File: config.mk
export PLATFORM = sky130hd
export DESIGN_NAME = exec_sequencer
export DESIGN_NICKNAME = d
export VERILOG_FILES = /design/src/rtl/exec_sequencer.sv
export SDC_FILE = /design/constraint.sdc
export NUM_CORES = 1
export LEC_CHECK = 0
export BUFFER_PORTS_ARGS = -buffer_cell sky130_fd_sc_hd__buf_4
export CELL_PAD_IN_SITES_DETAIL_PLACEMENT = 1
export CELL_PAD_IN_SITES_GLOBAL_PLACEMENT = 1
export CORE_ASPECT_RATIO = 2
export CORE_MARGIN = 2
export CORE_UTILIZATION = 34
export CTS_BUF_LIST = sky130_fd_sc_hd__clkbuf_2
export DETAILED_ROUTE_END_ITERATION = 10
export PLACE_DENSITY_LB_ADDON = 0.1
export SKIP_LAST_GASP = 1
export SLEW_MARGIN = 20
export SYNTH_ARGS = -nofsm -noshare
export SYNTH_HDL_FRONTEND = slang
export SYNTH_SLANG_ARGS = --single-unit
File: constraint.sdc
create_clock -name CLK -period 2.5 [get_ports CLK]
set_input_delay 0.25 -clock CLK [delete_from_list [all_inputs] [get_ports CLK]]
set_output_delay 0.25 -clock CLK [all_outputs]
set_load 0.05 [all_outputs]
File: src/rtl/exec_sequencer.sv
// Execute sequencer: holds PC/IR, decodes opcodes into per-phase datapath strobes and E2.
// Optional PHASE_CHECK_EN adds a sticky PHASE_ERR output for illegal phase sequences.
module exec_sequencer #(
    parameter int                 ADDR_W    = 8,
    parameter logic [ADDR_W-1:0]  RESET_VEC = {ADDR_W{1'b0}}
) (
    input  logic              CLK,
    input  logic              RST,
    input  logic              FETCH,
    input  logic              EXEC1,
    input  logic              EXEC2,
    input  logic [15:0]       MEM_DATA,
    input  logic              FLAG_Z,
    input  logic              FLAG_C,
    output logic              E2,
    output logic [ADDR_W-1:0] PC,
    output logic [15:0]       IR,
    output logic              ADDR_SEL,
    output logic              REG_WE,
    output logic              WB_SEL,
    output logic              MEM_WE,
    output logic [1:0]        ALU_OP,
    output logic [2:0]        RD,
    output logic [2:0]        RA,
    output logic [2:0]        RB,
`ifdef PHASE_CHECK_EN
    output logic              PHASE_ERR,
`endif
    output logic              HALTED,
    output logic              ILLEGAL
);

    localparam logic [3:0] OP_ADD = 4'h1;
    localparam logic [3:0] OP_SUB = 4'h2;
    localparam logic [3:0] OP_AND = 4'h3;
    localparam logic [3:0] OP_OR  = 4'h4;
    localparam logic [3:0] OP_LDI = 4'h5;
    localparam logic [3:0] OP_LD  = 4'h6;
    localparam logic [3:0] OP_ST  = 4'h7;
    localparam logic [3:0] OP_JMP = 4'h8;
    localparam logic [3:0] OP_JZ  = 4'h9;
    localparam logic [3:0] OP_JC  = 4'hA;
    localparam logic [3:0] OP_HLT = 4'hF;

    logic [3:0] op_s;
    logic [3:0] op_m1_s;
    logic       err_s;
    logic       live_s;
    logic       fetch_s;
    logic       exec1_s;
    logic       exec2_s;

    assign op_s    = IR[15:12];
    assign op_m1_s = op_s - 4'd1;
    assign RD      = IR[11:9];
    assign RA      = IR[8:6];
    assign RB      = IR[5:3];

`ifdef PHASE_CHECK_EN
    logic e2_prev_r;
    logic multi_s;

    assign multi_s = (FETCH & EXEC1) | (FETCH & EXEC2) | (EXEC1 & EXEC2);
    assign err_s   = !RST && !HALTED && (multi_s || (EXEC2 && !e2_prev_r));

    // Remember whether the previous cycle was an EXEC1 that requested EXEC2
    always_ff @(posedge CLK) begin
        if (RST) begin
            e2_prev_r <= 1'b0;
            PHASE_ERR <= 1'b0;
        end else begin
            e2_prev_r <= E2;
            PHASE_ERR <= PHASE_ERR | err_s;
        end
    end
`else
    assign err_s = 1'b0;
`endif

    // A faulty phase cycle is ignored entirely, strobes and state alike
    assign live_s  = !RST && !HALTED && !err_s;
    assign fetch_s = live_s && FETCH;
    assign exec1_s = live_s && EXEC1;
    assign exec2_s = live_s && EXEC2;

    // Per-phase decode of the held instruction into datapath strobes
    always_comb begin
        E2       = 1'b0;
        ADDR_SEL = 1'b0;
        REG_WE   = 1'b0;
        WB_SEL   = 1'b0;
        MEM_WE   = 1'b0;
        ALU_OP   = 2'b00;
        case (op_s)
            OP_ADD, OP_SUB, OP_AND, OP_OR: begin
                if (exec1_s) begin
                    REG_WE = 1'b1;
                    ALU_OP = op_m1_s[1:0];
                end else begin
                    REG_WE = 1'b0;
                end
            end
            OP_LDI: begin
                if (exec1_s) begin
                    E2 = 1'b1;
                end else if (exec2_s) begin
                    REG_WE = 1'b1;
                    WB_SEL = 1'b1;
                end else begin
                    E2 = 1'b0;
                end
            end
            OP_LD: begin
                if (exec1_s) begin
                    ADDR_SEL = 1'b1;
                    E2       = 1'b1;
                end else if (exec2_s) begin
                    ADDR_SEL = 1'b1;
                    REG_WE   = 1'b1;
                    WB_SEL   = 1'b1;
                end else begin
                    ADDR_SEL = 1'b0;
                end
            end
            OP_ST: begin
                if (exec1_s) begin
                    ADDR_SEL = 1'b1;
                    MEM_WE   = 1'b1;
                end else begin
                    MEM_WE = 1'b0;
                end
            end
            default: begin
                E2 = 1'b0;
            end
        endcase
    end

    // PC, IR and sticky status; HALTED freezes everything until reset
    always_ff @(posedge CLK) begin
        if (RST) begin
            PC      <= RESET_VEC;
            IR      <= 16'h0000;
            HALTED  <= 1'b0;
            ILLEGAL <= 1'b0;
        end else if (fetch_s) begin
            IR <= MEM_DATA;
            PC <= PC + {{(ADDR_W-1){1'b0}}, 1'b1};
        end else if (exec1_s) begin
            case (op_s)
                OP_JMP:                PC      <= IR[ADDR_W-1:0];
                OP_JZ:  if (FLAG_Z)    PC      <= IR[ADDR_W-1:0];
                OP_JC:  if (FLAG_C)    PC      <= IR[ADDR_W-1:0];
                OP_HLT:                HALTED  <= 1'b1;
                4'hB, 4'hC, 4'hD, 4'hE: ILLEGAL <= 1'b1;
                default:               PC      <= PC;
            endcase
        end else if (exec2_s && op_s == OP_LDI) begin
            // LDI consumed the operand word at PC, so step past it
            PC <= PC + {{(ADDR_W-1){1'b0}}, 1'b1};
        end else begin
            PC <= PC;
        end
    end

endmodule
# After elaboration in Yosys (flattened, before gate mapping)
# Index checks and enable logic that the tools add are counted.
# totals
elab_cells	56
register_bits	26
input_bits	23
# op_classes
bitwise	1
n_reduce_logical	14
n_addsub	2
eq_ne	18
muxes	17
# ops
op	count
2-to-1 mux 8 bit	5
equality test 4 bit, second input constant	8
case mux 8 bit (3 select lines)	1
equality test 4 x 3 -> 1 bit, second input constant	4
adder 8 x 1 -> 8 bit, second input constant	1
equality test 4 x 2 -> 1 bit, second input constant	2
!= test 4 bit, second input constant	2
OR reduction 4 bit	2
2-to-1 mux 1 bit	7
AND reduction 3 bit	2
logical AND 1 bit	5
!= test 5 x 2 -> 1 bit, second input constant	1
equality test 4 x 1 -> 1 bit, second input constant	1
2-to-1 mux 2 bit	2
case mux 1 bit (2 select lines)	2
AND reduction 4 bit	1
nonzero test 3 bit	1
zero test 1 bit	2
OR reduction 2 bit	1
subtractor 2 x 1 -> 2 bit, second input constant	1
inverter 1 bit	1

# Depth between registers and ports, before layout
# Gate-level depths: netlist (run 1).
# logic_depth
depth_word	7
mapped_depth	8
depth_no_buf	7

# Worst setup path before layout (run 1)
# OpenSTA, ideal clock, no wires.
# synth_timing
path_type	register to output
start	reg HALTED
end	out REG_WE
n_path_buf	1
slack_ns	-1.098
path_stages_with_launch	6
t_arrival_ns	3.348
required_ns	2.250
cell_sequence	dfxtp_1 buf_6 nor3_1 nand2_1 nor4b_1 nand2b_1
# synth_via
elab_chain_cells	6
word_cells_on_any_way	8
# synth_lines
item	line_no	text
start, declared	29	output logic HALTED,
start signal, assigned	144	HALTED <= 1'b0;
start signal, assigned	154	OP_HLT: HALTED <= 1'b1;
zero test 1 bit *	81	assign live_s = !RST && !HALTED && !err_s;
logical AND 1 bit *	81	
logical AND 1 bit	84	assign exec2_s = live_s && EXEC2;
2-to-1 mux 1 bit	106, 117	
2-to-1 mux 1 bit	114	if (exec1_s) begin
case mux 1 bit (2 select lines) *	94	case (op_s)
end, declared	19	output logic REG_WE,
# Every way passes the cells marked *; elsewhere a longest branch is shown, timed or not.

# Worst setup path in the final report (run 1)
# layout_timing
start	reg IR[13]
end	out REG_WE
# layout_via
elab_chain_cells	3
word_cells_on_any_way	9
# layout_lines
item	line_no	text
start, declared	17	output logic [15:0] IR,
start signal, assigned	143	IR <= 16'h0000;
start signal, assigned	147	IR <= MEM_DATA;
equality test 4 x 1 -> 1 bit (tied with other cells)	94	
OR reduction 4 bit / OR reduction 2 bit (equally long branches)	--	
case mux 1 bit (2 select lines) *	94	
# Marked as above.

==> metrics, run 1 <==
final period utilization=0.9202; final wirelength=4039 um; Diodes inserted=0; Die Ht=97.35 um; commonest non-fill, non-tap cell in the layout=buf_4; I/O Pins=65; htree depth=1; Post-synth EDFFs=0; hold buffer count at CTS=0; postcts setup bufs=0; hpwl dp=3129 um; top cells by area, synth=dfxtp_1 35%, nand2_1 12%, o21ai_0 6.4%; first-pass GRT wire length=6527 um; Cell variety after synth=46; # rows=34; dpl cells=284; DR vias/cell=5.153; core area=4254 um2; critical path buffer and inverter count=2; asr flop ratio synth=0; Critical Path Stages=6; detail-routed net length per standard cell=14.02 um; post-layout util=0.4668; CTS root buffer=clkbuf_2; CTS Buffer Depth=2; largest net degree at the start of global routing=33; Seq/Total Area, Yosys=0.3514; Vias=1484; Worst Setup SP=IR[13]; Tightest Pin Transition=0.5401 ns; Skew-Pair Late Insertion Delay=0.36 ns; CTS buffer count=3; slowest stage delay, CP=0.51 ns; clk slew on worst S/H paths=0.25 ns; outcome=finished, final reports clean; Clock Sinks=26; CTS tree=built; Worst Setup Path Type=reg2out; Synth top area share=0.3514; Achievable Freq=434.7 MHz; Reg2Reg Setup Slack=0.49 ns; PwrDens=532.4 nW/um2; crit path DAT=2.05 ns; routability cong.=0.8029; GRT Residual Overflow=0; Hold Crit Class=in2reg; Crit. End Element=output port; Resize count post-CTS=0; Yosys warnings=0; final worst path period need=2.301 ns; CP Launch Type=register; final hold slack=0.05134 ns; CP top delay family=simple AND/OR/NAND/NOR gates; Leak=0.8821 nW; vias in the first global route=1365; Syn Area/Cell=8.095 um2; flop and latch count out of synthesis=26; number of remaining DRC errors=0; DRT Pass-1 Iters=4; ratio of cells with drive above 1 in the final layout=0.3547; worst reg2reg path startpoint=IR[13]; area leader, netlist=dfxtp_1; synthesized area=1481 um2; max-slew violation count=0; post-synthesis instance total=183; crit-path max FO=6; all-layer global routing usage=0.1690; initial antenna violation count=0; syn_nets=212; antenna-violating nets left=0; Rel. slew slack=0.6377; final hold violations=0; slowest stage cell, crit path=or4_1; Starting Density=0.3482; I/O Buffers=64; DIE WIDTH=50.68 um; Clock Skews=0.003193 ns; unrepaired setup endpoints after global routing=false; maximum VDD drop=0.3361 mV; fin cells=288; R2R depth=7; Worst EP required=2.25 ns; Critical Path Sink=REG_WE; commonest cells after routing, fill and taps aside=66 x buf_4, 46 x nand2_1, 24 x dfxtp_1, 19 x o21ai_0, 12 x nor2_1; Max Cap Violations=0; initial DRC count=14; Most used DFF post-synth=dfxtp_1; RR Endpoint=PC[0]; Total Nets Final=264; area delta synth->final=34.04%; worst path cell trace=inv_1 -> ha_1 -> or4_1 -> nand4_1 -> nand2b_1 -> buf_4; DIE AREA=4933 um2; Final setup viols=0
==> synth_stat cells (2+ instances only) <==
master	count
nor2_1	12
and4_1	2
or4_1	2
clkbuf_1	5
o21ai_0	19
nand2b_1	2
buf_2	2
buf_4	10
nor3b_1	2
buf_6	2
nand4_1	3
nand2_1	46
a21oi_1	6
a32o_1	3
inv_1	2
nand3_1	2
ha_1	6
o31ai_1	4
dfxtp_1	26
==> worst min-delay path, stage by stage <==
cell	delay, ns
buf_4	0.08
nand2_1	0.03
o21ai_0	0.05
==> per-stage QoR <==
stage	worst slack, ns	total power [W]	TNS, ns	cell area, um2
after floorplan	-0.05043	0.0007001	-0.05043	1501
after detailed placement	0.4808	0.0007969	0	1938
after global routing	0.02934	0.001106	0	1986
after global placement	0.5849	0.0007912	0	1938
after CTS	0.1106	0.001070	0	1983
final	0.1994	0.001057	0	1986
==> final cells by class <==
| class | instances | area [um2] |
|---|---|---|
| fillers | 551 | 2268 |
| multi-input cells | 135 | 843.3 |
| flip-flops and latches | 26 | 523.0 |
| repair buffers | 66 | 495.5 |
| well taps | 54 | 67.56 |
| clock inverters | 1 | 30.03 |
| clock buffers | 3 | 15.01 |
| inverters | 3 | 11.26 |
==> per-layer routing <==
metal,global-route usage,share of wire,vias up
li1,-,-,740
met3,0.02308,0.045,5
met2,0.2905,0.53,36
met1,0.2108,0.41,703
met4,0.05613,0.014,0
met5,0,0,-
==> state kept, by name, summed over array words and instances, names as in the netlist <==
name / count
HALTED: 1
ILLEGAL: 1
IR: 16
PC: 8
==> how the worst min path moves through the flow <==
stage / startpoint / endpoint / slack [ns] / cells after the start
floorplan: MEM_DATA[12] / IR[12] / 0.36 / 2
global placement: MEM_DATA[11] / IR[11] / 0.44 / 3
detailed placement: MEM_DATA[13] / IR[13] / 0.45 / 3
CTS: MEM_DATA[11] / IR[11] / 0.03 / 3
global route: MEM_DATA[0] / IR[0] / 0.03 / 3
finish: MEM_DATA[5] / IR[5] / 0.05 / 3
==> power by group <==
| part | total, W | internal (W) | switching, W |
|---|---|---|---|
| combinational | 0.000319 | 0.000106 | 0.000213 |
| sequential | 0.000468 | 0.000439 | 0.0000283 |
| clock | 0.000271 | 0.000138 | 0.000133 |
| total | 0.00106 | 0.000683 | 0.000375 |
==> logic make-up (layout without fill, tap and decap cells) <==
logic type,count (synthesis),count (layout),synth area share
AO/OA/AOI/OAI,47,47,0.2162
adder cells (fa/ha/maj),6,6,0.05067
buffers and inverters,22,73,0.09290
flip-flops,26,26,0.3514
AND/OR/NAND/NOR,82,82,0.2889
No activity file was read; power rests on OpenSTA's default activity.
==> inputs of run 2 (changes only) <==
--- a/config.mk
+++ b/config.mk
@@ -5,12 +5,13 @@
 export SDC_FILE = /design/constraint.sdc
 export NUM_CORES = 1
 export LEC_CHECK = 0
+export ABC_AREA = 1
 export BUFFER_PORTS_ARGS = -buffer_cell sky130_fd_sc_hd__buf_4
 export CELL_PAD_IN_SITES_DETAIL_PLACEMENT = 1
 export CELL_PAD_IN_SITES_GLOBAL_PLACEMENT = 1
 export CORE_ASPECT_RATIO = 2
 export CORE_MARGIN = 2
-export CORE_UTILIZATION = 34
+export CORE_UTILIZATION = 33
 export CTS_BUF_LIST = sky130_fd_sc_hd__clkbuf_2
 export DETAILED_ROUTE_END_ITERATION = 10
 export PLACE_DENSITY_LB_ADDON = 0.1
==> metrics, run 2 <==
outcome=finished, final reports clean; detail-routed net length per standard cell=12.63 um; DR vias/cell=4.710; area delta synth->final=31.55%; ratio of cells with drive above 1 in the final layout=0.3040; CP Launch Type=register; Post-synth EDFFs=0; crit-path max FO=5; most frequent cell after synthesis=nand2_1; largest reg by FF count=IR; Syn Area/Cell=6.953 um2; initial DRC count=11; I/O Pins=65; Reg2Reg Setup Slack=0.83 ns; unrepaired setup endpoints after global routing=false; antenna-violating nets left=0; PwrDens=503.2 nW/um2; first-pass GRT wire length=6727 um; htree depth=1; Crit. End Element=output port; top cells by area, synth=dfxtp_1 34%, nand2_1 14%, inv_1 6.4%; max-slew violation count=0; CTS tree=built; Vias=1545; Most used DFF post-synth=dfxtp_1; synthesized area=1523 um2; Clock Sinks=26; Worst Setup Path Type=reg2out; biggest regs=IR: 16 flops, PC: 8 flops; Resize count post-CTS=0; I/O Buffers=64; routability cong.=0.7861; asr flop ratio synth=0; DIE AREA=5206 um2; all-layer global routing usage=0.1672; final worst path period need=2.154 ns; design area=2003 um2; initial antenna violation count=0; fin cells=328; slowest stage cell, crit path=dfxtp_1; Skew-Pair Late Insertion Delay=0.35 ns; Starting Density=0.3376; number of remaining DRC errors=0; Seq/Total Area, Yosys=0.3418; CP top delay family=flip-flops; final hold violations=0; dpl cells=324; critical path buffer and inverter count=2; clk slew on worst S/H paths=0.25 ns; dpl cell area=1984 um2; Rel. slew slack=0.7346; flop and latch count out of synthesis=26; Max Cap Violations=0; syn_nets=248; core area=4511 um2; vias in the first global route=1506; commonest cells after routing, fill and taps aside=65 x buf_4, 58 x nand2_1, 26 x dfxtp_1, 26 x inv_1, 24 x nor2_1; max reg flops=16; GRT Residual Overflow=0; Leak=0.9487 nW; postcts setup bufs=0; DIE WIDTH=52.03 um; # rows=35; CTS Buffer Depth=2; Hold Crit Class=in2reg; Worst EP required=2.25 ns; Final setup viols=0; Total Power=0.001008 W; slowest stage delay, CP=0.47 ns; final wirelength=4144 um; Yosys warnings=0; DRT Pass-1 Iters=2; crit path DAT=1.90 ns; Final TNS setup=0 ns; maximum VDD drop=0.2635 mV; most common library cells after synthesis=58 x nand2_1, 26 x dfxtp_1, 26 x inv_1; Clock Skews=0.001314 ns; Die Ht=100.1 um; largest net degree at the start of global routing=33; worst path cell trace=inv_1 -> ha_1 -> nor2_1 -> nand2_1 -> o2111ai_1 -> o31ai_2 -> buf_4; CTS root buffer=clkbuf_2; final period utilization=0.8618; CTS buffer count=3; Achievable Freq=464.1 MHz; Diodes inserted=0; Tightest Pin Transition=0.3940 ns; hold buffer count at CTS=0; area leader, netlist=dfxtp_1; Total Nets Final=303; commonest non-fill, non-tap cell in the layout=buf_4; Synth top area share=0.3418; hpwl dp=3317 um; post-synthesis instance total=219; Cell variety after synth=27
==> run 2: power by group <==
group	internal, W	switching [W]
Clock	0.0000347	0.000129
Sequential	0.000444	0.0000281
Combinational	0.000117	0.000255
==> run 2: worst paths after layout <==
path	endpoint	startpoint	cells past startpoint
hold reg to reg	IR[9]	IR[9]	2
setup / recovery	REG_WE	IR[13]	7
setup reg to reg	PC[2]	IR[13]	11
hold / removal	IR[9]	MEM_DATA[9]	3
==> run 2: layout make-up <==
class | count | area, um2
Inverter | 29 | 113.9
Clock inverter | 1 | 3.754
Multi-Input combinational cell | 149 | 793.3
Tap cell | 55 | 68.82
Timing Repair Buffer | 65 | 488.0
Sequential cell | 26 | 520.5
Clock buffer | 3 | 15.01
Fill cell | 602 | 2507
==> run 2: logic make-up (layout without fill, tap and decap cells) <==
group                    Yosys count  count (layout)  synth area share
AND/OR/NAND/NOR                  104             104            0.3131
AO/OA/AOI/OAI                     37              37            0.1438
flip-flops                        26              26            0.3418
adder cells (fa/ha/maj)            6               6           0.04930
XOR/XNOR                           2               2           0.01151
buffers and inverters             44              98            0.1405
==> run 2: metrics by stage <==
stage	util	hold slack (ns)	setup slack [ns]
after global routing	0.4441	0.03226	0.1484
after floorplan	-	0.3535	0.09280
final	0.4441	0.06848	0.3455
after CTS	0.4441	0.04697	0.3212
after detailed placement	0.4399	0.4541	0.7755
after global placement	0.4399	0.4479	0.7934
==> run 2: routing by layer <==
layer  vias to the layer above  global-route usage  part of all wire
li1                        798                   -                 -
met1                       705              0.1948              0.40
met2                        40              0.3019              0.54
met3                         2             0.02232             0.050
met4                         0             0.05466            0.0092
met5                         -                   0                 0
==> run 2: worst min-delay path, delay by kind of cell <==
family          cells  cell delay, ns
buf+inv             1            0.08
compound gates      1            0.05
simple gates        1            0.04
